<file path="config.mk">
export PLATFORM = sky130hd
export DESIGN_NAME = layer_compositor_flat
export DESIGN_NICKNAME = d
export VERILOG_FILES = /design/src/rtl/compositor_pkg.sv /design/src/rtl/layer_compositor_if.sv /design/src/rtl/layer_pick.sv /design/src/rtl/layer_compositor.sv /design/src/flat_wrapper.sv
export SDC_FILE = /design/constraint.sdc
export NUM_CORES = 1
export LEC_CHECK = 0
export CAP_MARGIN = 30
export CELL_PAD_IN_SITES_DETAIL_PLACEMENT = 1
export CELL_PAD_IN_SITES_GLOBAL_PLACEMENT = 2
export CORE_UTILIZATION = 32
export CTS_BUF_LIST = sky130_fd_sc_hd__clkbuf_8
export DETAILED_ROUTE_END_ITERATION = 8
export GPL_TIMING_DRIVEN = 0
export PLACE_DENSITY_LB_ADDON = 0.1
export SKIP_LAST_GASP = 1
export SYNTH_ARGS = -nofsm -noshare
export SYNTH_HDL_FRONTEND = slang
export SYNTH_HIERARCHICAL = 1
export SYNTH_SLANG_ARGS = --single-unit
</file>
<file path="constraint.sdc">
create_clock -name clk -period 3.25 [get_ports clk]
set_input_delay 0.65 -clock clk [delete_from_list [all_inputs] [get_ports clk]]
set_output_delay 0.65 -clock clk [all_outputs]
set_load 0.1 [all_outputs]
</file>
<file path="src/rtl/compositor_pkg.sv">
// Shared definitions for the ARGB4444 layer compositor: pixel nibble positions,
// sequencer states and the opaque alpha constant.
package compositor_pkg;

  localparam int R_LSB = 0;
  localparam int R_MSB = 3;
  localparam int G_LSB = 4;
  localparam int G_MSB = 7;
  localparam int B_LSB = 8;
  localparam int B_MSB = 11;
  localparam int A_LSB = 12;
  localparam int A_MSB = 15;

  localparam logic [3:0] ALPHA_OPAQUE = 4'hF;

  typedef enum logic [2:0] {
    IDLE,
    REQ,
    WAIT,
    BLEND,
    CAPT,
    OUT
  } state_t;

  function automatic logic [3:0] alphaOf(input logic [15:0] pix);
    return pix[A_MSB:A_LSB];
  endfunction

endpackage

</file>
<file path="src/rtl/layer_compositor_if.sv">
// Bundle of the compositor's job, fetch, blend and output buses.
// The slave modport is the compositor's view; master is the surrounding system.
interface layer_compositor_if #(
  parameter int NUM_LAYERS = 4,
  parameter int LAYER_W    = 2
);

  logic                  pix_valid;
  logic                  pix_ready;
  logic [15:0]           pix_bg;
  logic [NUM_LAYERS-1:0] pix_layer_en;

  logic                  fetch_req;
  logic [LAYER_W-1:0]    fetch_layer;
  logic                  fetch_valid;
  logic [15:0]           fetch_data;

  logic [15:0]           blend_prev;
  logic [15:0]           blend_add;
  logic [15:0]           blend_out;

  logic                  out_valid;
  logic                  out_ready;
  logic [15:0]           out_pixel;

  logic                  busy;

  modport master (
    output pix_valid, pix_bg, pix_layer_en,
    output fetch_valid, fetch_data,
    output blend_out,
    output out_ready,
    input  pix_ready, fetch_req, fetch_layer,
    input  blend_prev, blend_add,
    input  out_valid, out_pixel, busy
  );

  modport slave (
    input  pix_valid, pix_bg, pix_layer_en,
    input  fetch_valid, fetch_data,
    input  blend_out,
    input  out_ready,
    output pix_ready, fetch_req, fetch_layer,
    output blend_prev, blend_add,
    output out_valid, out_pixel, busy
  );

endinterface

</file>
<file path="src/rtl/layer_pick.sv">
// Combinational lowest-set-bit finder: returns the one-hot of the lowest
// enabled layer and its index, so layers are visited bottom to top.
module layer_pick #(
  parameter int NUM_LAYERS = 4,
  parameter int LAYER_W    = 2
) (
  input  logic [NUM_LAYERS-1:0] mask,
  output logic [NUM_LAYERS-1:0] oneHot,
  output logic [LAYER_W-1:0]    index
);

  // Scanning downwards lets the lowest set bit win the last assignment.
  always_comb begin
    oneHot = '0;
    index  = '0;
    for (int i = NUM_LAYERS - 1; i >= 0; i--) begin
      if (mask[i]) begin
        oneHot    = '0;
        oneHot[i] = 1'b1;
        index     = LAYER_W'(i);
      end
    end
  end

endmodule

</file>
<file path="src/rtl/layer_compositor.sv">
// Per-pixel layer sequencer: walks the enabled layers bottom to top, fetches
// each one and time-shares the external 1-cycle blend unit to build the pixel.
module layer_compositor
  import compositor_pkg::*;
#(
  parameter int NUM_LAYERS = 4,
  parameter int LAYER_W    = 2
) (
  input  logic clk,
  input  logic rst_n,
  layer_compositor_if.slave bus
);

  state_t                state;
  state_t                nextState;
  logic [15:0]           acc;
  logic [15:0]           lay;
  logic [15:0]           blendPrevQ;
  logic [15:0]           blendAddQ;
  logic [NUM_LAYERS-1:0] mask;
  logic [NUM_LAYERS-1:0] pickOneHot;
  logic [LAYER_W-1:0]    pickIndex;
  logic                  fetchOpaque;

  layer_pick #(
    .NUM_LAYERS(NUM_LAYERS),
    .LAYER_W   (LAYER_W)
  ) picker (
    .mask  (mask),
    .oneHot(pickOneHot),
    .index (pickIndex)
  );

  assign fetchOpaque = (alphaOf(bus.fetch_data) != 4'h0);

  always_ff @(posedge clk or negedge rst_n) begin
    if (!rst_n) begin
      state <= IDLE;
    end else begin
      state <= nextState;
    end
  end

  // Fully transparent layers skip straight to the next fetch without a blend slot.
  always_comb begin
    nextState       = state;
    bus.pix_ready   = 1'b0;
    bus.fetch_req   = 1'b0;
    bus.fetch_layer = '0;
    bus.out_valid   = 1'b0;
    bus.busy        = 1'b1;
    bus.blend_prev  = blendPrevQ;
    bus.blend_add   = blendAddQ;
    bus.out_pixel   = {ALPHA_OPAQUE, acc[B_MSB:B_LSB], acc[G_MSB:G_LSB], acc[R_MSB:R_LSB]};
    case (state)
      IDLE: begin
        bus.pix_ready = 1'b1;
        bus.busy      = 1'b0;
        if (bus.pix_valid) begin
          nextState = (bus.pix_layer_en == '0) ? OUT : REQ;
        end
      end
      REQ: begin
        bus.fetch_req   = 1'b1;
        bus.fetch_layer = pickIndex;
        nextState       = WAIT;
      end
      WAIT: begin
        if (bus.fetch_valid) begin
          if (fetchOpaque) begin
            nextState = BLEND;
          end else begin
            nextState = (mask != '0) ? REQ : OUT;
          end
        end
      end
      BLEND: begin
        bus.blend_prev = acc;
        bus.blend_add  = lay;
        nextState      = CAPT;
      end
      CAPT: begin
        nextState = (mask != '0) ? REQ : OUT;
      end
      OUT: begin
        bus.out_valid = 1'b1;
        if (bus.out_ready) begin
          nextState = IDLE;
        end
      end
      default: begin
        nextState = IDLE;
      end
    endcase
  end

  // Blend operands are captured while driven so they hold once BLEND ends.
  always_ff @(posedge clk or negedge rst_n) begin
    if (!rst_n) begin
      acc        <= '0;
      lay        <= '0;
      mask       <= '0;
      blendPrevQ <= '0;
      blendAddQ  <= '0;
    end else begin
      case (state)
        IDLE: begin
          if (bus.pix_valid) begin
            acc  <= bus.pix_bg;
            mask <= bus.pix_layer_en;
          end
        end
        REQ: begin
          mask <= mask & ~pickOneHot;
        end
        WAIT: begin
          if (bus.fetch_valid) begin
            lay <= bus.fetch_data;
          end
        end
        BLEND: begin
          blendPrevQ <= acc;
          blendAddQ  <= lay;
        end
        CAPT: begin
          acc <= bus.blend_out;
        end
        default: begin
        end
      endcase
    end
  end

endmodule

</file>
<file path="src/flat_wrapper.sv">
// flat-port wrapper written by rule: the top's interface ports become plain ports
module layer_compositor_flat import compositor_pkg::*;
#(
  parameter int NUM_LAYERS = 4,
  parameter int LAYER_W    = 2
)
  (clk, rst_n, bus_pix_valid, bus_pix_bg, bus_pix_layer_en, bus_fetch_valid, bus_fetch_data, bus_blend_out, bus_out_ready, bus_pix_ready, bus_fetch_req, bus_fetch_layer, bus_blend_prev, bus_blend_add, bus_out_valid, bus_out_pixel, bus_busy);
  layer_compositor_if #(.NUM_LAYERS(NUM_LAYERS), .LAYER_W(LAYER_W)) bus_i ();
  input  logic clk;
  input  logic rst_n;
  input wire logic [$bits(bus_i.pix_valid)-1:0] bus_pix_valid;
  input wire logic [$bits(bus_i.pix_bg)-1:0] bus_pix_bg;
  input wire logic [$bits(bus_i.pix_layer_en)-1:0] bus_pix_layer_en;
  input wire logic [$bits(bus_i.fetch_valid)-1:0] bus_fetch_valid;
  input wire logic [$bits(bus_i.fetch_data)-1:0] bus_fetch_data;
  input wire logic [$bits(bus_i.blend_out)-1:0] bus_blend_out;
  input wire logic [$bits(bus_i.out_ready)-1:0] bus_out_ready;
  output wire logic [$bits(bus_i.pix_ready)-1:0] bus_pix_ready;
  output wire logic [$bits(bus_i.fetch_req)-1:0] bus_fetch_req;
  output wire logic [$bits(bus_i.fetch_layer)-1:0] bus_fetch_layer;
  output wire logic [$bits(bus_i.blend_prev)-1:0] bus_blend_prev;
  output wire logic [$bits(bus_i.blend_add)-1:0] bus_blend_add;
  output wire logic [$bits(bus_i.out_valid)-1:0] bus_out_valid;
  output wire logic [$bits(bus_i.out_pixel)-1:0] bus_out_pixel;
  output wire logic [$bits(bus_i.busy)-1:0] bus_busy;
  assign bus_i.pix_valid = bus_pix_valid;
  assign bus_i.pix_bg = bus_pix_bg;
  assign bus_i.pix_layer_en = bus_pix_layer_en;
  assign bus_i.fetch_valid = bus_fetch_valid;
  assign bus_i.fetch_data = bus_fetch_data;
  assign bus_i.blend_out = bus_blend_out;
  assign bus_i.out_ready = bus_out_ready;
  assign bus_pix_ready = bus_i.pix_ready;
  assign bus_fetch_req = bus_i.fetch_req;
  assign bus_fetch_layer = bus_i.fetch_layer;
  assign bus_blend_prev = bus_i.blend_prev;
  assign bus_blend_add = bus_i.blend_add;
  assign bus_out_valid = bus_i.out_valid;
  assign bus_out_pixel = bus_i.out_pixel;
  assign bus_busy = bus_i.busy;
  layer_compositor #(.NUM_LAYERS(NUM_LAYERS), .LAYER_W(LAYER_W)) u_core (.clk(clk), .rst_n(rst_n), .bus(bus_i));
endmodule
</file>
==> summary.txt <==
gr usage total: 16.6%
share of cells above drive strength 1: 35.1%
CP delay by family, top: buffers and inverters
io pins: 111
worst path required time: 2.60 ns
Area growth syn-to-layout: 47.7%
Worst Tran Pin Value: 1.00 ns
Placer Congestion: 0.746
post-synthesis share of cell area spent on and, or, nand and nor gates: 6.46%
Final Skew: 0.0117 ns
FF+latch area: 1780 µm²
post-CTS setup buffer count: 0
area share of fa/ha/maj cells after synthesis: 0%
Avg Vias per Cell: 4.77
yosys warns: 6
Row Count: 36
core area: 9770 µm²
multi-input logic area: 1210 µm²
Synth Area in Compound Gates: 12.8%
Seq/Total Area, Yosys: 54.9%
Die Y-Extent: 103 µm
DR WL/cell: 16.0 µm
Post-synth ARST share: 100%
run status: completed
port buffer count: 106
Avg Inst Size Synth: 12.6 µm²
Syn Inst Count: 256
largest family of logic cells by synthesized area: multiplexers
critical path buffer and inverter count: 3
first-pass GRT wire length: 13.1 mm
synth unique cells: 37
worst hold path type: primary input to asynchronous set/reset pin
Slew Limit Fails: 0
root buf cell: clkbuf_8
EDFF count, synth: 0
# DRC: 0
critical path capture point type: output port
FF+latch count, synth: 71
RSZ-0062 raised after global routing: false
fin crit period: 3.07 ns
vias in the first global route: 2,519
Rel. slew slack: 32.9%
DR pass1 iterations: 4
deepest clock path buffer count: 2
Place WS: 0.0236 ns
Setup crit start kind: flop
die area: 10,500 µm²
ANT nets after route: 0
Max FO, Critical Path: 10
dominant synthesized flop cell: dfrtp_1
CTS buffer count: 9
Fin. Hold Viols: 0
H-tree lvl count: 3
CP max-delay cell: dlygate4sd2_1
GRT overflow: 0
CP arrival: 2.42 ns
ant diodes: 0
hold_buf cts: 0
largest net degree at the start of global routing: 38
Initial Utilization: 33.1%
final cycle utilization of the critical path: 94.5%
Clk Latency, worst-skew pair: 0.33 ns
Final Non-Filler Cells: 515
final wirelength: 8.25 mm
final-layout fill cell count: 1,068
Placed Cells: 499
fin nets: 434
post-synthesis xor/xnor area fraction: 0%
final setup margin: 0.180 ns
final setup fails: 0
number of DRC markers in iteration 0: 121
Fmax: 326 MHz
vias after detailed routing: 2,454
critical path type: flop to output port
die width: 103 µm
Post-DP HPWL: 5.87 mm
Post-Syn Area: 3240 µm²
Worst-path clk slew: 0.08 ns
post-synthesis mux area share: 17.7%
max cap viols: 0
antenna violations before repair: 0
Critical Path Max Stage Delay: 0.85 ns
clock sinks: 71
critical path cell sequence: buf_2 -> or3b_2 -> inv_1 -> dlygate4sd2_1
TritonCTS clock tree: built
worst paths after layout:
path / startpoint / endpoint / slack (ns) / cells after the start
min in group clk: u_core/blendAddQ[15] / u_core/blendAddQ[15] / 0.50 / 1
setup / recovery: u_core/state[0] / bus_fetch_req / 0.18 / 4
hold / removal: rst_n / u_core/blendPrevQ[4] / 0.28 / 1
max in group asynchronous: rst_n / u_core/blendAddQ[1] / 2.40 / 2
setup reg to reg: u_core/state[0] / u_core/acc[14] / 1.49 / 5
hold reg to reg: u_core/blendAddQ[15] / u_core/blendAddQ[15] / 0.50 / 1
through the flow:
step / area [µm²] / TNS (ns) / util (%) / hold WS, ns
6_report: 4780 / 0 / 48.9 / 0.277
5_1_grt: 4780 / 0 / 48.9 / 0.293
4_1_cts: 4790 / -0.0710 / 49.0 / 0.278
3_5_place_dp: 4490 / 0 / 46.0 / 0.481
3_3_place_gp: 4480 / -74.13 / 45.8 / 0.477
2_1_floorplan: 3250 / 0 / - / 0.354
kinds of logic (layout without fill, tap and decap cells):
kind of cell,after synthesis,after routing
flip-flops,71,71
AO/OA/AOI/OAI,64,64
multiplexers,48,48
buffers and inverters,42,165
AND/OR/NAND/NOR,30,30
other,1,4
flip-flops by register name (all words and copies together) (netlist names):
register and count:
u_core/blendPrevQ 16, u_core/acc 16, u_core/state 3, u_core/lay 16
u_core/mask 4, u_core/blendAddQ 16
worst reg2reg max path, stage by stage (launching register included):
cell and delay, ns:
dfrtp_1 0.40, buf_2 0.19, nor3b_2 0.45, buf_2 0.33, a22oi_1 0.10, o21ai_0 0.20
timing repair:
item                                    4_1_cts  5_1_grt
resized for setup                            94        7
endpoints found under the setup margin       36        4
hold endpoints to repair                      0        0
area by class of cell:
cell class	instances	share of cell area (%)
Buffer	31	4.53
Clock buffer	10	2.88
Clock inverter	6	2.77
Inverter	11	0.863
Multi-Input combinational cell	146	25.4
Sequential cell	71	37.2
Tap cell	133	3.48
Timing Repair Buffer	107	22.9
per-layer routing:
layer | vias up | track usage, % | wire [µm]
li1 | 1147 | - | -
met1 | 1237 | 20.6 | 3540
met2 | 68 | 28.4 | 4130
met3 | 2 | 4.75 | 533
met4 | 0 | 4.29 | 40
met5 | - | 0 | 0
synth_stat cells, types with 2 or more instances:
library cell | number | area [µm²]
buf_4 | 19 | 143
nor4_1 | 3 | 18.8
mux2_2 | 39 | 439
mux2_4 | 9 | 135
clkbuf_1 | 2 | 7.51
nor2_1 | 4 | 15.0
and2_1 | 2 | 12.5
buf_2 | 8 | 40.0
a22oi_1 | 31 | 233
inv_1 | 11 | 41.3
nand2_1 | 6 | 22.5
a21oi_1 | 2 | 10.0
o21ai_0 | 24 | 120
nor3b_1 | 2 | 15.0
nor3b_2 | 2 | 25.0
dfrtp_1 | 71 | 1780
placed cells by master (no fill, tap or decap), drive strengths merged, types with 6 or more instances in the layout:
master / n
nand2: 6
buf: 31
clkdlybuf4s15: 29
o21ai: 25
inv: 12
clkbuf: 15
clkdlybuf4s50: 68
a22oi: 31
mux2: 48
dfrtp: 71
Power is not shown: default switching activity piles up to over one toggle a cycle in this logic, so the estimate is an artifact.
